--- config.mk ---
export PLATFORM = sky130hd
export DESIGN_NAME = nibble_serial_adder
export DESIGN_NICKNAME = d
export VERILOG_FILES = /design/src/rtl/nibble_serial_adder_pkg.sv /design/src/rtl/nibble_add_slice.sv /design/src/rtl/nibble_serial_adder.sv
export SDC_FILE = /design/constraint.sdc
export NUM_CORES = 1
export LEC_CHECK = 0
export CAP_MARGIN = 20
export CORE_MARGIN = 10
export CORE_UTILIZATION = 32
export DETAILED_ROUTE_END_ITERATION = 16
export HOLD_SLACK_MARGIN = 0.12
export SLEW_MARGIN = 10
export SYNTH_ARGS = -nofsm -noshare
export SYNTH_HDL_FRONTEND = slang
export SYNTH_SLANG_ARGS = --single-unit
--- constraint.sdc ---
create_clock -name clk -period 6.2 [get_ports clk]
set_input_delay 0.93 -clock clk [delete_from_list [all_inputs] [get_ports clk]]
set_output_delay 0.93 -clock clk [all_outputs]
set_load 0.01 [all_outputs]
--- src/rtl/nibble_serial_adder_pkg.sv ---
// Shared types and helpers for the nibble-serial adder.
// Optional overflow output is enabled by NIBBLE_SERIAL_ADDER_OVF_EN.
package nibble_serial_adder_pkg;

    localparam int NIBBLE_W = 4;

    typedef enum logic [1:0] {
        IDLE = 2'd0,
        RUN  = 2'd1,
        DONE = 2'd2
    } state_t;

    // Width of the nibble counter; never narrower than one bit.
    function automatic int cnt_width(input int width);
        int n;
        n = width / NIBBLE_W;
        return (n > 1) ? $clog2(n) : 1;
    endfunction

endpackage

--- src/rtl/nibble_add_slice.sv ---
// Combinational 4-bit gate-level ripple-carry slice.
// The bit-3 carry-in port exists only with NIBBLE_SERIAL_ADDER_OVF_EN.
module nibble_add_slice
    import nibble_serial_adder_pkg::*;
(
    input  logic [NIBBLE_W-1:0] a,
    input  logic [NIBBLE_W-1:0] b,
    input  logic                ci,
    output logic [NIBBLE_W-1:0] s,
`ifdef NIBBLE_SERIAL_ADDER_OVF_EN
    output logic                c3,
`endif
    output logic                co
);

    logic [NIBBLE_W:0] c;

    assign c[0] = ci;

    for (genvar i = 0; i < NIBBLE_W; i++) begin : g_bit
        assign s[i]   = a[i] ^ b[i] ^ c[i];
        assign c[i+1] = (a[i] & b[i]) | (c[i] & (a[i] ^ b[i]));
    end

    assign co = c[NIBBLE_W];
`ifdef NIBBLE_SERIAL_ADDER_OVF_EN
    assign c3 = c[NIBBLE_W-1];
`endif

endmodule

--- src/rtl/nibble_serial_adder.sv ---
// Multi-cycle WIDTH-bit adder feeding one nibble per clock through nibble_add_slice.
// Optional two's-complement overflow output enabled by NIBBLE_SERIAL_ADDER_OVF_EN.
//
// state | meaning
// IDLE  | ready for operands
// RUN   | one slice add per cycle, LSB nibble first
// DONE  | result held until out_ready
module nibble_serial_adder
    import nibble_serial_adder_pkg::*;
#(
    parameter int WIDTH = 16
) (
    input  logic             clk,
    input  logic             rst,
    input  logic             in_valid,
    output logic             in_ready,
    input  logic [WIDTH-1:0] a,
    input  logic [WIDTH-1:0] b,
    input  logic             cin,
    output logic             out_valid,
    input  logic             out_ready,
    output logic [WIDTH-1:0] sum,
    output logic             cout,
`ifdef NIBBLE_SERIAL_ADDER_OVF_EN
    output logic             ovf,
`endif
    output logic             busy
);

    localparam int NIBBLES = WIDTH / NIBBLE_W;
    localparam int CNT_W   = cnt_width(WIDTH);
    localparam logic [CNT_W-1:0] LAST = CNT_W'(NIBBLES - 1);

    if ((WIDTH % NIBBLE_W) != 0 || WIDTH < 8) begin : g_bad_width
        $error("nibble_serial_adder: WIDTH must be a multiple of 4 and at least 8");
    end

    state_t              state, nstate;
    logic [CNT_W-1:0]    cnt;
    logic [WIDTH-1:0]    a_sh, b_sh;
    logic                carry;
    logic [NIBBLE_W-1:0] s_nib;
    logic                s_co;
    logic                last;

    assign last = (cnt == LAST);

`ifdef NIBBLE_SERIAL_ADDER_OVF_EN
    logic s_c3;
`endif

    nibble_add_slice u_slice (
        .a  (a_sh[NIBBLE_W-1:0]),
        .b  (b_sh[NIBBLE_W-1:0]),
        .ci (carry),
        .s  (s_nib),
`ifdef NIBBLE_SERIAL_ADDER_OVF_EN
        .c3 (s_c3),
`endif
        .co (s_co)
    );

    always_ff @(posedge clk) begin
        if (rst) state <= IDLE;
        else     state <= nstate;
    end

    always_comb begin
        nstate = state;
        case (state)
            IDLE:    if (in_valid) nstate = RUN;
            RUN:     if (last)     nstate = DONE;
            DONE:    if (out_ready) nstate = IDLE;
            default: nstate = IDLE;
        endcase
    end

    always_comb begin
        in_ready  = (state == IDLE) && !rst;
        out_valid = (state == DONE);
        busy      = (state != IDLE);
    end

    // Datapath: sum fills from the top so the first nibble ends up at bit 0.
    always_ff @(posedge clk) begin
        if (rst) begin
            cnt   <= '0;
            a_sh  <= '0;
            b_sh  <= '0;
            carry <= 1'b0;
            sum   <= '0;
            cout  <= 1'b0;
`ifdef NIBBLE_SERIAL_ADDER_OVF_EN
            ovf   <= 1'b0;
`endif
        end else begin
            case (state)
                IDLE: begin
                    if (in_valid) begin
                        a_sh  <= a;
                        b_sh  <= b;
                        carry <= cin;
                        cnt   <= '0;
                    end
                end
                RUN: begin
                    sum   <= {s_nib, sum[WIDTH-1:NIBBLE_W]};
                    a_sh  <= a_sh >> NIBBLE_W;
                    b_sh  <= b_sh >> NIBBLE_W;
                    carry <= s_co;
                    cnt   <= cnt + 1'b1;
                    if (last) begin
                        cout <= s_co;
`ifdef NIBBLE_SERIAL_ADDER_OVF_EN
                        ovf  <= s_c3 ^ s_co;
`endif
                    end
                end
                default: ;
            endcase
        end
    end

endmodule

# ---- Word-level counts from Yosys, hierarchy flattened
# Index checks and enable logic that the tools add are counted.
dict set report classes {
  n_eq_ne 6
  mux 12
  n_bitwise 20
  addsub 1
  n_reduce_logical 8
}
# operator n
set op_table {}
lappend op_table {{$pmux W16 S2} 2}
lappend op_table {{$mux W16} 2}
lappend op_table {{$and A1 B1 Y1} 8}
lappend op_table {{$mux W2} 4}
lappend op_table {{$xor A1 B1 Y1} 8}
lappend op_table {{$pmux W2 S3} 1}
lappend op_table {{$eq A2 B2 Y1 const B} 2}
lappend op_table {{$ne A2 B2 Y1 const B} 2}
lappend op_table {{$or A1 B1 Y1} 4}
lappend op_table {{$pmux W2 S2} 1}
lappend op_table {{$reduce_and A2 Y1} 2}
lappend op_table {{$reduce_bool A2 Y1} 2}
lappend op_table {{$reduce_and A3 Y1} 1}
lappend op_table {{$add A2 B1 Y2 const B} 1}
lappend op_table {{$eq A2 B1 Y1 const B} 1}
lappend op_table {{$logic_not A2 Y1} 1}
lappend op_table {{$ne A2 B1 Y1 const B} 1}
lappend op_table {{$pmux W1 S2} 1}
lappend op_table {{$logic_and A1 B1 Y1} 1}
lappend op_table {{$logic_not A1 Y1} 1}
lappend op_table {{$mux W1} 1}
dict set report totals {
  in_bits 37
  regBits 54
}

# ---- Logic depth before layout (Yosys ltp)
# Gate-level depths: netlist of the first run.
dict set report logic_depth {
  depth_word 10
  ltp_mapped 9
  depth_no_buf 9
}

# ---- Cells and area by module
# A second synthesis of the first run with hierarchy kept.
dict set report hier_totals {
  hier_cells 256
  hier_area_um2 2283.4
}
# mod area_per_inst_um2 cells_each n_inst
set by_module_without_submodules {}
lappend by_module_without_submodules {nibble_serial_adder 2165.8 242 1}
lappend by_module_without_submodules {nibble_add_slice 117.6 14 1}

# ---- Worst setup path before layout of the first run
# OpenSTA, ideal clock, no wires.
dict set report synth_timing {
  path_kind {input port to output port}
  startpoint {in rst}
  endpoint {out in_ready}
  path_slack_ns 3.784
  t_arrival_ns 1.486
  required_time_ns 5.270
  path_stages 3
  path_cell_list {buf_2 -> buf_1 -> nor2_1}
}
dict set report synth_via {
  elab_chain_len 2
}
# element line_no
set synth_rtl {}
lappend synth_rtl {{start, declared} nibble_serial_adder.sv:14} ;# input logic rst,
lappend synth_rtl {{$logic_not A1 Y1} nibble_serial_adder.sv:79} ;# in_ready = (state == IDLE) && !rst;
lappend synth_rtl {{$logic_and A1 B1 Y1} nibble_serial_adder.sv:79}
lappend synth_rtl {{end, declared} nibble_serial_adder.sv:16} ;# output logic in_ready,
# Every way passes these cells.

# ---- Worst setup path in the final report of the first run
# Same ends and word-level chain as after synthesis.

==> results of run 1 <==
[where the power goes]
part           switching, mW  internal (mW)
registers             0.0154          0.369
logic                 0.0528         0.0601
clock network          0.114          0.172
total                  0.182          0.601
[stage by stage]
stage	hold slack, ns	utilization	power [mW]	area, µm²
after floorplan	0.454	-	0.462	2310
after global placement	0.443	0.415	0.505	2870
after detailed placement	0.447	0.415	0.507	2870
after CTS	0.462	0.436	0.793	3010
after global routing	0.478	0.436	0.818	3010
final	0.457	0.436	0.783	3010
[state kept, by name, summed over array words and instances (netlist names)]
register  cells
a_sh         16
b_sh         16
carry         1
cnt           2
cout          1
state         2
sum          16
[layout make-up]
| cell class | instances | area [µm²] |
|---|---|---|
| Timing Repair Buffer | 56 | 556 |
| Fill cell | 705 | 3900 |
| Inverter | 34 | 128 |
| Tap cell | 96 | 120 |
| Clock buffer | 6 | 82.6 |
| Sequential cell | 54 | 1080 |
| Multi-Input combinational cell | 139 | 981 |
| Clock inverter | 2 | 60.1 |
[synthesized netlist by cell type (all sizes together)]
cell type   n
o221a      25
ha          1
nand4bb     2
o21ai       2
nor2       15
mux2i       2
a22oi       8
dfxtp      54
nor2b       2
nand2      29
buf        15
a211oi      2
a311oi      1
o21bai      1
a21oi      42
nor3b       1
fa          4
clkbuf      4
nand2b      1
inv        34
nor3        1
[per-layer routing]
layer  vias to the layer above  global-route usage
met1                       862               0.127
met4                         0              0.0294
li1                        929                   -
met3                         7              0.0375
met5                         -                   0
met2                        42               0.148
[final timing paths]
check,slack [ns],cells past startpoint,endpoint,from
hold / removal,0.46,2,sum[0]$_SDFFE_PP0P_,sum[0]$_SDFFE_PP0P_
setup / recovery,2.97,3,in_ready,rst
setup reg to reg,4.05,8,sum[15]$_SDFFE_PP0P_,a_sh[0]$_SDFFE_PP0P_
hold reg to reg,0.46,2,sum[0]$_SDFFE_PP0P_,sum[0]$_SDFFE_PP0P_
[worst min-delay path: stages (launching register included)]
cell and delay [ns]:
dfxtp_1 0.32, nand2_1 0.05, a21oi_1 0.05
[cells by family after synthesis]
| logic type | count (synthesis) | synth area share |
|---|---|---|
| AOI/OAI and AO/OA | 81 | 0.265 |
| and+or+nand+nor | 51 | 0.110 |
| adders and majority gates | 5 | 0.0400 |
| muxes | 2 | 0.00866 |
| buffers and inverters | 53 | 0.108 |
| DFF | 54 | 0.468 |
==> impl_metrics.toml, run 1 <==
[status]
outcome = "finished clean"

[synth]
yosys.area.top_type = "dfxtp_1"
synth.avg_cell_area_um2 = 9.40
syn-num-nets = 288
syn-cell-area_um2 = 2310
ys_seq_area_frac = 0.468
synth.distinct_cells = 29
ys_warn_count = 0
synth_top_area_share = 0.468
synth_area_leaders = "dfxtp_1 (47%), o221a_2 (12%), a21oi_1 (9.1%)"
synthCells = 246
yosys_register_bits = 54

[power_and_ir_drop]
vdd_drop_max_v = 0.0000953
power_density_nw_per_um2 = 260
leakagePower_nw = 1.10

[detailed_routing]
via_count = 1840
met3WireLength_um = 321
first_pass_iters = 7
drtIter0Drc = 160
wl_per_cell_um = 14.1
via_per_inst = 4.75
drc = 0
ant_nets = 0
wl_met1_um = 2620
routed.top_layer = "met4"
wirelength_um = 5470
met2_length_um = 2470

[sta]
worst_pin_slew_ns = 1.07
rsz0062_at_grt = "no"
setup_viol = 0
skew_ns = 0.00598
tns_ns = 0
drv_slew = 0
finalWorstSetupSlack_ns = 2.97
min_period_ns = 3.23
relSlewSlack = 0.282
max_freq_mhz = 310
period_share = 0.521
hold_viol_final = 0

[grt]
track_usage = 0.0984
antenna_found_initial = 0
grt-ovfl-total = 0
grt_pass1_wl_um = 9090
grt_max_degree = 56
first_global_vias = 1848

[floorplanning]
design.core.area_um2 = 6910
die_w_um = 105
top_level_ports = 57
start_util = 0.335
dieArea_um2 = 11000
die_h_um = 105
rows = 30

[setup_path]
crit_type = "in -> out"
path_buf_inv = 2
critPathLaunchType = "input port"
critPathTopFamily = "buffers and inverters"
cpMaxStageDelayCell = "buf_2"
worst_setup_path_end_kind = "primary output"
crit_fanout = 55
arrival_ns = 2.30
cp_data_required_time_ns = 5.27
path_cells = "buf_2, nor2_1, clkdlybuf4s50_1"
slowest_delay_ns = 0.74

[layout]
instances_no_fill = 387
final_common_cell = "clkdlybuf4s50_1"
num_antenna_cells = 0
fin_nets = 332
synthToLayoutAreaGrowth_pct = 30.1
drive_gt1_frac = 0.155
final_cell_mix = "clkdlybuf4s50_1 (55), dfxtp_1 (54), a21oi_1 (42)"

[cts]
cts_tree = "yes"
cts_resized = 0
path_clk_slew_ns = 0.09
numCtsBuffers = 5
clockBufferDepth = 2
cts_setup_buffers = 0
worstSkewPairLatency_ns = 0.31
ctsHoldBuffers = 0
cts_root_buffer = "clkbuf_8"
cts_max_level = 2
clock_sinks = 54

[min_path]
hold_path_class = "reg -> reg"

[flow_run]
maxCapViolCount = 0

[place]
placed_cells = 379
hpwlAfterDp_um = 3830
place_ws_ns = 2.94
portBuffers = 56
gp_congestion = 0.723
No activity file was read; power rests on OpenSTA's default activity.
==> inputs of run 2 (changes only) <==
==> constraint.sdc (replaced) <==
create_clock -name clk -period 3.1 [get_ports clk]
set_input_delay 0.465 -clock clk [delete_from_list [all_inputs] [get_ports clk]]
set_output_delay 0.465 -clock clk [all_outputs]
set_load 0.01 [all_outputs]
==> run 2 against run 1 <==
  * Clock power up 36%
  * Combinational power up 100%
  * Clock skew is 0.0052 ns higher
  * First-iteration DRC count is 44% lower
  * Core utilization down 0.60 points
  * Die area unchanged
  * Worst hold slack better by 0.0021 ns
  * Routed wire length up 1.3%
  * Register-to-register slack got worse by 3.1 ns
  * Via count is 0.38% higher
  * Count of clock-buffer cells in the layout unchanged
  * Sequential power rose by 100%
  * Highest routed layer unchanged
==> impl_metrics.toml, run 2 (synthesized netlist as in run 1, its figures left out) <==
[sta]
min_period_ns = 2.25
worst_pin_slew_ns = 0.690
drv_slew = 0
skew_ns = 0.0112
setup_viol = 0
period_share = 0.725
hold_viol_final = 0
tns_ns = 0
rsz0062_at_grt = "no"
max_freq_mhz = 445
relSlewSlack = 0.539

[layout]
final_cell_mix = "clkdlybuf4s50_1 (55), dfxtp_1 (54), a21oi_1 (42)"
num_antenna_cells = 0
drive_gt1_frac = 0.157
synthToLayoutAreaGrowth_pct = 28.3
reg_top3 = "a_sh x16, b_sh x16, sum x16"
fin_nets = 334
final_common_cell = "clkdlybuf4s50_1"

[setup_path]
crit_type = "reg -> out"
ff2ff_path_depth = 8
crit_fanout = 12
worst_setup_path_end_kind = "primary output"
r2r_start = "a_sh[0]$_SDFFE_PP0P_"
startpoint = "state[1]$_SDFFE_PP0P_"
critPathLaunchType = "register"
arrival_ns = 1.78
cp_data_required_time_ns = 2.63
r2r_slack_ns = 1.00

[cts]
cts_setup_buffers = 0
clockBufferDepth = 2
cts_tree = "yes"
cts_resized = 0
path_clk_slew_ns = 0.10
numCtsBuffers = 5
clock_sinks = 54
worstSkewPairLatency_ns = 0.31
cts_root_buffer = "clkbuf_8"
ctsHoldBuffers = 0
cts_max_level = 2

[floorplanning]
start_util = 0.335
die_w_um = 105
rows = 30
die_h_um = 105
design.core.area_um2 = 6910
top_level_ports = 57
dieArea_um2 = 11000

[grt]
grt_pass1_wl_um = 9020
track_usage = 0.0976
grt_max_degree = 55
grt-ovfl-total = 0
first_global_vias = 1843
antenna_found_initial = 0

[power_and_ir_drop]
power_mw = 1.38
power_density_nw_per_um2 = 467
leakagePower_nw = 1.08
vdd_drop_max_v = 0.000196

[detailed_routing]
via_per_inst = 4.75
drtIter0Drc = 89
drc = 0
via_count = 1847
wl_per_cell_um = 14.2
wirelength_um = 5540
ant_nets = 0
first_pass_iters = 4

[place]
gp_congestion = 0.739
portBuffers = 56
hpwlAfterDp_um = 3920

[status]
outcome = "finished clean"

[min_path]
hold_path.startpoint = "sum[0]$_SDFFE_PP0P_"
hold_path_class = "reg -> reg"
min_delay_path_depth = 2

[flow_run]
maxCapViolCount = 0
run 2: cell count changes in the layout (fill, tap and decap cells not counted):
| cell | delta |
|---|---|
| clkbuf_1 | +1 |
| clkinv_2 | +1 |
| buf_4 | +2 |
| bufinv_16 | -2 |
| clkinv_4 | +1 |
| clkbuf_8 | -1 |
run 2: layout make-up:
class | instances | area, µm²
clock buffer | 6 | 72.6
clock inverter | 2 | 13.8
fill | 731 | 3940
inverter | 34 | 128
multi-input combinational | 139 | 981
sequential | 54 | 1080
tap | 96 | 120
timing repair buffer | 58 | 571
run 2: worst paths after layout:
path,to
hold / removal,sum[0]$_SDFFE_PP0P_
setup / recovery,out_valid
setup reg to reg,sum[15]$_SDFFE_PP0P_
hold reg to reg,sum[0]$_SDFFE_PP0P_
run 2: metrics by stage:
step / std cells / worst slack, ns / instance area [µm²] / utilization / hold slack [ns]
after floorplan: 246 / 1.08 / 2310 / - / 0.454
after global placement: 381 / 1.03 / 2880 / 0.417 / 0.442
after detailed placement: 381 / 1.01 / 2880 / 0.417 / 0.448
after CTS: 389 / 0.841 / 2970 / 0.430 / 0.462
after global routing: 389 / 0.721 / 2970 / 0.430 / 0.484
final: 389 / 0.852 / 2970 / 0.430 / 0.459
run 2: report_power, final:
group	switching, mW	total [mW]	leakage (nW)	internal, mW
Combinational	0.106	0.228	0.595	0.122
Sequential	0.0310	0.769	0.444	0.738
Clock	0.228	0.388	0.0452	0.160
Total	0.365	1.38	1.08	1.02
run 2: routing by layer:
| metal | vias to the layer above | part of all wire | GRT usage |
|---|---|---|---|
| met5 | - | 0 | 0 |
| met4 | 0 | 0.0076 | 0.0324 |
| met3 | 4 | 0.049 | 0.0295 |
| met2 | 49 | 0.47 | 0.150 |
| met1 | 859 | 0.48 | 0.127 |
| li1 | 935 | - | - |
run 2: critical path: stages (launching register included):
cell	delay, ns
dfxtp_1	0.66
nor2b_1	0.25
clkdlybuf4s50_1	0.57
